`config.mk`:
```
export PLATFORM = sky130hd
export DESIGN_NAME = fc_result_reader
export DESIGN_NICKNAME = d
export VERILOG_FILES = /design/src/rtl/fc_result_reader.sv
export SDC_FILE = /design/constraint.sdc
export NUM_CORES = 1
export LEC_CHECK = 0
export ABC_AREA = 1
export ABC_CLOCK_PERIOD_IN_PS = 13920
export CAP_MARGIN = 20
export CORE_ASPECT_RATIO = 0.8
export CORE_MARGIN = 8
export CORE_UTILIZATION = 31
export DETAILED_ROUTE_END_ITERATION = 6
export GPL_ROUTABILITY_DRIVEN = 0
export MAX_ROUTING_LAYER = met4
export SKIP_LAST_GASP = 1
export SYNTH_ARGS = -nofsm -noshare
export SYNTH_HDL_FRONTEND = slang
export SYNTH_SLANG_ARGS = --single-unit
export TNS_END_PERCENT = 50
```
`constraint.sdc`:
```
create_clock -name clk -period 13.92 [get_ports clk]
set_input_delay 1.392 -clock clk [delete_from_list [all_inputs] [get_ports clk]]
set_output_delay 1.392 -clock clk [all_outputs]
set_load 0.005 [all_outputs]
```
`src/rtl/fc_result_reader.sv`:
```
// fc_result_reader: after the FC block finishes, sweeps SRAM f one word per
// cycle, finds the highest signed score, and presents its index and value
// with a valid/ready handshake.
module fc_result_reader #(
    parameter int DATA_WIDTH             = 8,
    parameter int DATA_NUM_PER_SRAM_ADDR = 4,
    parameter int NUM_CLASS              = 10
) (
    input  logic                                         clk,
    input  logic                                         rst,
    input  logic                                         fc2_done,
    output logic [1:0]                                   sram_raddr_f,
    input  logic [DATA_NUM_PER_SRAM_ADDR*DATA_WIDTH-1:0] sram_rdata_f,
    output logic                                         class_valid,
    input  logic                                         class_ready,
    output logic [3:0]                                   class_id,
    output logic signed [DATA_WIDTH-1:0]                 class_score,
    output logic                                         busy,
    output logic                                         overrun
);

    localparam int NUM_WORDS = (NUM_CLASS + DATA_NUM_PER_SRAM_ADDR - 1) / DATA_NUM_PER_SRAM_ADDR;
    localparam logic [1:0] LAST_ADDR = 2'(NUM_WORDS - 1);

    typedef enum logic [1:0] {IDLE, READ, DRAIN, OUT} state_t;

    // With a single word the only address is issued on the start edge itself
    localparam state_t FIRST_STATE = (NUM_WORDS == 1) ? DRAIN : READ;

    state_t state, next_state;

    logic                         accept;
    logic                         start;
    logic                         issue;
    logic                         addr_issued;
    logic                         rdata_valid;
    logic [1:0]                   rdata_addr;
    logic signed [DATA_WIDTH-1:0] lane [DATA_NUM_PER_SRAM_ADDR];
    logic signed [DATA_WIDTH-1:0] best_score;
    logic [3:0]                   best_id;

    assign class_valid = (state == OUT);
    assign busy        = (state != IDLE);
    assign accept      = (state == OUT) && class_ready;
    assign start       = fc2_done && ((state == IDLE) || accept);
    assign issue       = start || (state == READ);

    // Lane k of a word holds score 4*addr+k, with lane 0 in the top bits
    for (genvar k = 0; k < DATA_NUM_PER_SRAM_ADDR; k++) begin : g_lane
        assign lane[k] = sram_rdata_f[DATA_WIDTH*(DATA_NUM_PER_SRAM_ADDR-k)-1 -: DATA_WIDTH];
    end

    // State register
    always_ff @(posedge clk or posedge rst) begin
        if (rst) begin
            state <= IDLE;
        end else begin
            state <= next_state;
        end
    end

    // Next-state logic: a run is READ while addresses remain, DRAIN until the last word is reduced
    always_comb begin
        next_state = state;
        case (state)
            IDLE:    if (start) next_state = FIRST_STATE;
            READ:    if (sram_raddr_f + 2'd1 == LAST_ADDR) next_state = DRAIN;
            DRAIN:   if (rdata_valid && (rdata_addr == LAST_ADDR)) next_state = OUT;
            OUT:     if (accept) next_state = start ? FIRST_STATE : IDLE;
            default: next_state = IDLE;
        endcase
    end

    // Fold one word into the running maximum; score 0 seeds it and only strictly larger scores win ties
    always_comb begin
        best_score = class_score;
        best_id    = class_id;
        for (int k = 0; k < DATA_NUM_PER_SRAM_ADDR; k++) begin
            if ((int'(rdata_addr) * DATA_NUM_PER_SRAM_ADDR + k) < NUM_CLASS) begin
                if (((rdata_addr == 2'd0) && (k == 0)) || (lane[k] > best_score)) begin
                    best_score = lane[k];
                    best_id    = 4'(int'(rdata_addr) * DATA_NUM_PER_SRAM_ADDR + k);
                end
            end
        end
    end

    // Address generation, read-valid pipe, running maximum and overrun pulse
    always_ff @(posedge clk or posedge rst) begin
        if (rst) begin
            sram_raddr_f <= 2'd0;
            addr_issued  <= 1'b0;
            rdata_valid  <= 1'b0;
            rdata_addr   <= 2'd0;
            class_id     <= 4'd0;
            class_score  <= '0;
            overrun      <= 1'b0;
        end else begin
            overrun     <= fc2_done && busy && !accept;
            addr_issued <= issue;
            rdata_valid <= addr_issued;
            rdata_addr  <= sram_raddr_f;
            if (issue) begin
                sram_raddr_f <= start ? 2'd0 : sram_raddr_f + 2'd1;
            end
            if (rdata_valid) begin
                class_score <= best_score;
                class_id    <= best_id;
            end
        end
    end

endmodule

```
==> impl_metrics.tcl <==
set metrics [dict create \
    status "complete, no violations" \
    finalMaxSlewViolations 0 \
    synth.top_cells.by_area "dfrtp_1, ha_1, nand2_1" \
    finalWirelength_um 7120 \
    p_sw_share_pct 55.2 \
    p_leak_nw 1.62 \
    p_comb_share_pct 79.9 \
    tns_ns 0 \
    p_clk_share_pct 4.7 \
    synthTopCellsByCount "nand2_1, inv_1, ha_1, nand3_1, dfrtp_1" \
    synth_top_area_share_pct 21.7 \
    power.internal_mw 0.373 \
    post-synth-top-count-cell "nand2_1" \
    cts_resized 0 \
    antenna_left 0 \
    clk_pin_slew_ns 0.07 \
    final-hold-violation-count 0 \
    worst_pin_slew_ns 0.788 \
    grt_use_met2_pct 20.4 \
    p_total_mw 0.834 \
    powerDensity_nw_per_um2 269 \
    wire_per_inst_um 13.8 \
    hold_buffers 0 \
    setup_viol 0 \
    clk_latency_ns 0.26 \
    finalCoreUtilization_pct 39.8 \
    syn_inst 358 \
    cts_made_buffers 3 \
    max_slew_margin_pct 47.4 \
    drive_gt1_share_pct 7.86 \
    drc 0 \
    multi_input_area_um2 1620 \
    fmax_mhz 123 \
    worstReg2RegEnd "class_score[3]" \
    core_um2 7760 \
    synthArstFlopShare_pct 100 \
    worst-endpoint-required_ns 14.12 \
    power_switching_mw 0.461 \
    grt_pass1_vias 2396 \
    slowest_delay_ns 0.48 \
    period_needed_ns 8.15 \
    num_antenna_cells 0 \
    grt_use_met3_pct 2.59 \
    rsz0062_at_grt "no" \
    vias 2426 \
    dpl.hpwl_um 5980 \
    finalCritPeriodShare_pct 58.6 \
    critPathLaunch "sram_rdata_f[29]" \
    initial_core_util_pct 31.2 \
    grt_max_degree 22 \
    cts_tree "built" \
    ys_ff_latch 21 \
    synthToLayoutAreaGrowth_pct 27.6 \
    critical_path.max_fanout 16 \
    drt_first_iter_violations 184 \
    r2r-start "class_score[5]" \
    irDropWorstVdd_mv 0.0959 \
    core.rowCount 29 \
    worstPathArrival_ns 8.35 \
    fin_skew_ns 0.00375 \
    synth_edf_count 0 \
    grt_pass1_wl_um 11900 \
    cts_buffer_depth 2 \
    worst_hold_path.endpoint "rdata_valid" \
    path_class "in -> reg" \
    critPathCaptureType "flop" \
    drtPass1Iterations 4 \
    seqPwrFrac_pct 15.4 \
    syn-mean-instance-area_um2 6.77 \
    crit_top_cell "nand2_1" \
    top_usage_layer "met2" \
    crit_slowest_cell "o21ai_0" \
    die_y_um 95.1 \
    pin_count 53 \
    die_w_um 115 \
    yosys.area.top_type "dfrtp_1" \
    yosysSeqAreaShare_pct 21.7 \
    hp-start "addr_issued" \
    cts_root_buffer "clkbuf_8" \
    cts.sinks 21 \
    hold_depth 0 \
    n_fill_cell 830 \
    reg2reg_slack_ns 6.85 \
    postCtsSetupBuffers 0 \
    fin_nets 477 \
    htreeDepth 1 \
    syn-cell-area_um2 2420 \
    hp-class "reg -> reg" \
    grt_util_met1_pct 19.5 \
    port_buffers 52 \
    rr_worst_depth 40 \
    synth_ff_type "dfrtp_1" \
    regArea_um2 526 \
    die_area_um2 10900 \
    crit_path_start_kind "primary input" \
    overflow 0 \
    synth_nets 427 \
    synth_cell_types 35 \
    grt_use_total_pct 14.0 \
    post_drt_via_cell_ratio 4.71 \
    ys_warn_count 0 \
    maxCapViolations 0 \
    antenna_found_initial 0 \
]
==> routing by layer <==
metal,routed length [um],up-vias
li1,-,1265
met1,3640,1081
met2,2950,71
met3,464,9
met4,59,0
met5,0,-
==> how the worst max path moves through the flow <==
| stage | depth (start not counted) | slack (ns) | endpoint |
|---|---|---|---|
| final | 40 | 5.77 | class_score[3] |
| after detailed placement | 39 | 5.32 | class_score[4] |
| after global placement | 38 | 5.48 | class_score[6] |
| after floorplan | 40 | 6.65 | class_id[2] |
| after CTS | 39 | 5.54 | class_score[4] |
| after global routing | 39 | 5.06 | class_score[0] |
==> state kept, by name, indices dropped and copies added (netlist names) <==
| signal | cells |
|---|---|
| addr_issued | 1 |
| class_id | 4 |
| class_score | 8 |
| overrun | 1 |
| rdata_addr | 2 |
| rdata_valid | 1 |
| sram_raddr_f | 2 |
| state | 2 |
==> power groups by stage <==
stage	logic, mW	registers (mW)	clock network [mW]
5_1_grt	0.765	0.134	0.0432
4_1_cts	0.662	0.129	0.0404
3_5_place_dp	0.655	0.130	0
2_1_floorplan	0.495	0.116	0
6_report	0.666	0.129	0.0389
3_3_place_gp	0.650	0.130	0
==> cell type report <==
cell class,count,area share (%)
multi-input cells,265,52.4
repair buffers,53,17.1
flip-flops and latches,21,17.0
inverters,64,7.76
well taps,108,4.37
clock buffers,4,1.46
==> placed cells by master (no fill, tap or decap), types with 3 or more instances in the layout <==
cell type,synthesis,final
a21oi_1,14,14
a31oi_1,3,3
and2_1,7,7
clkbuf_8,0,3
clkdlybuf4s50_1,0,52
dfrtp_1,21,21
ha_1,33,33
inv_1,62,62
nand2_1,92,92
nand2_2,11,11
nand2_4,3,3
nand3_1,25,25
nand3_4,4,4
nand4_1,13,13
nor2_1,15,15
nor2_2,4,4
o21ai_0,20,20
o21bai_1,3,3
==> worst max-delay path: cells and delay by family <==
family	cells	cell delay, ns
compound gates	11	2.38
simple gates	19	2.36
fa+ha+maj	4	1.15
buf+inv	6	1.04
==> stage by stage <==
step | setup slack (ns) | instances | hold WS, ns | cell area [um2]
floorplan | 6.65 | 358 | 0.331 | 2420
global placement | 5.48 | 510 | 0.335 | 3040
detailed placement | 5.32 | 510 | 0.336 | 3040
CTS | 5.54 | 514 | 0.353 | 3090
global route | 5.06 | 515 | 0.373 | 3090
finish | 5.77 | 515 | 0.351 | 3090
==> logic make-up (layout without fill, tap and decap cells) <==
family	Yosys count	in the layout	share of synthesized area [%]
simple gates	178	178	36.2
buf+inv	72	121	11.5
flops	21	21	21.7
fa+ha+maj	33	33	17.0
compound gates	53	53	13.2
xor+xnor	1	1	0.361
Power figures use the tool's default switching activity.
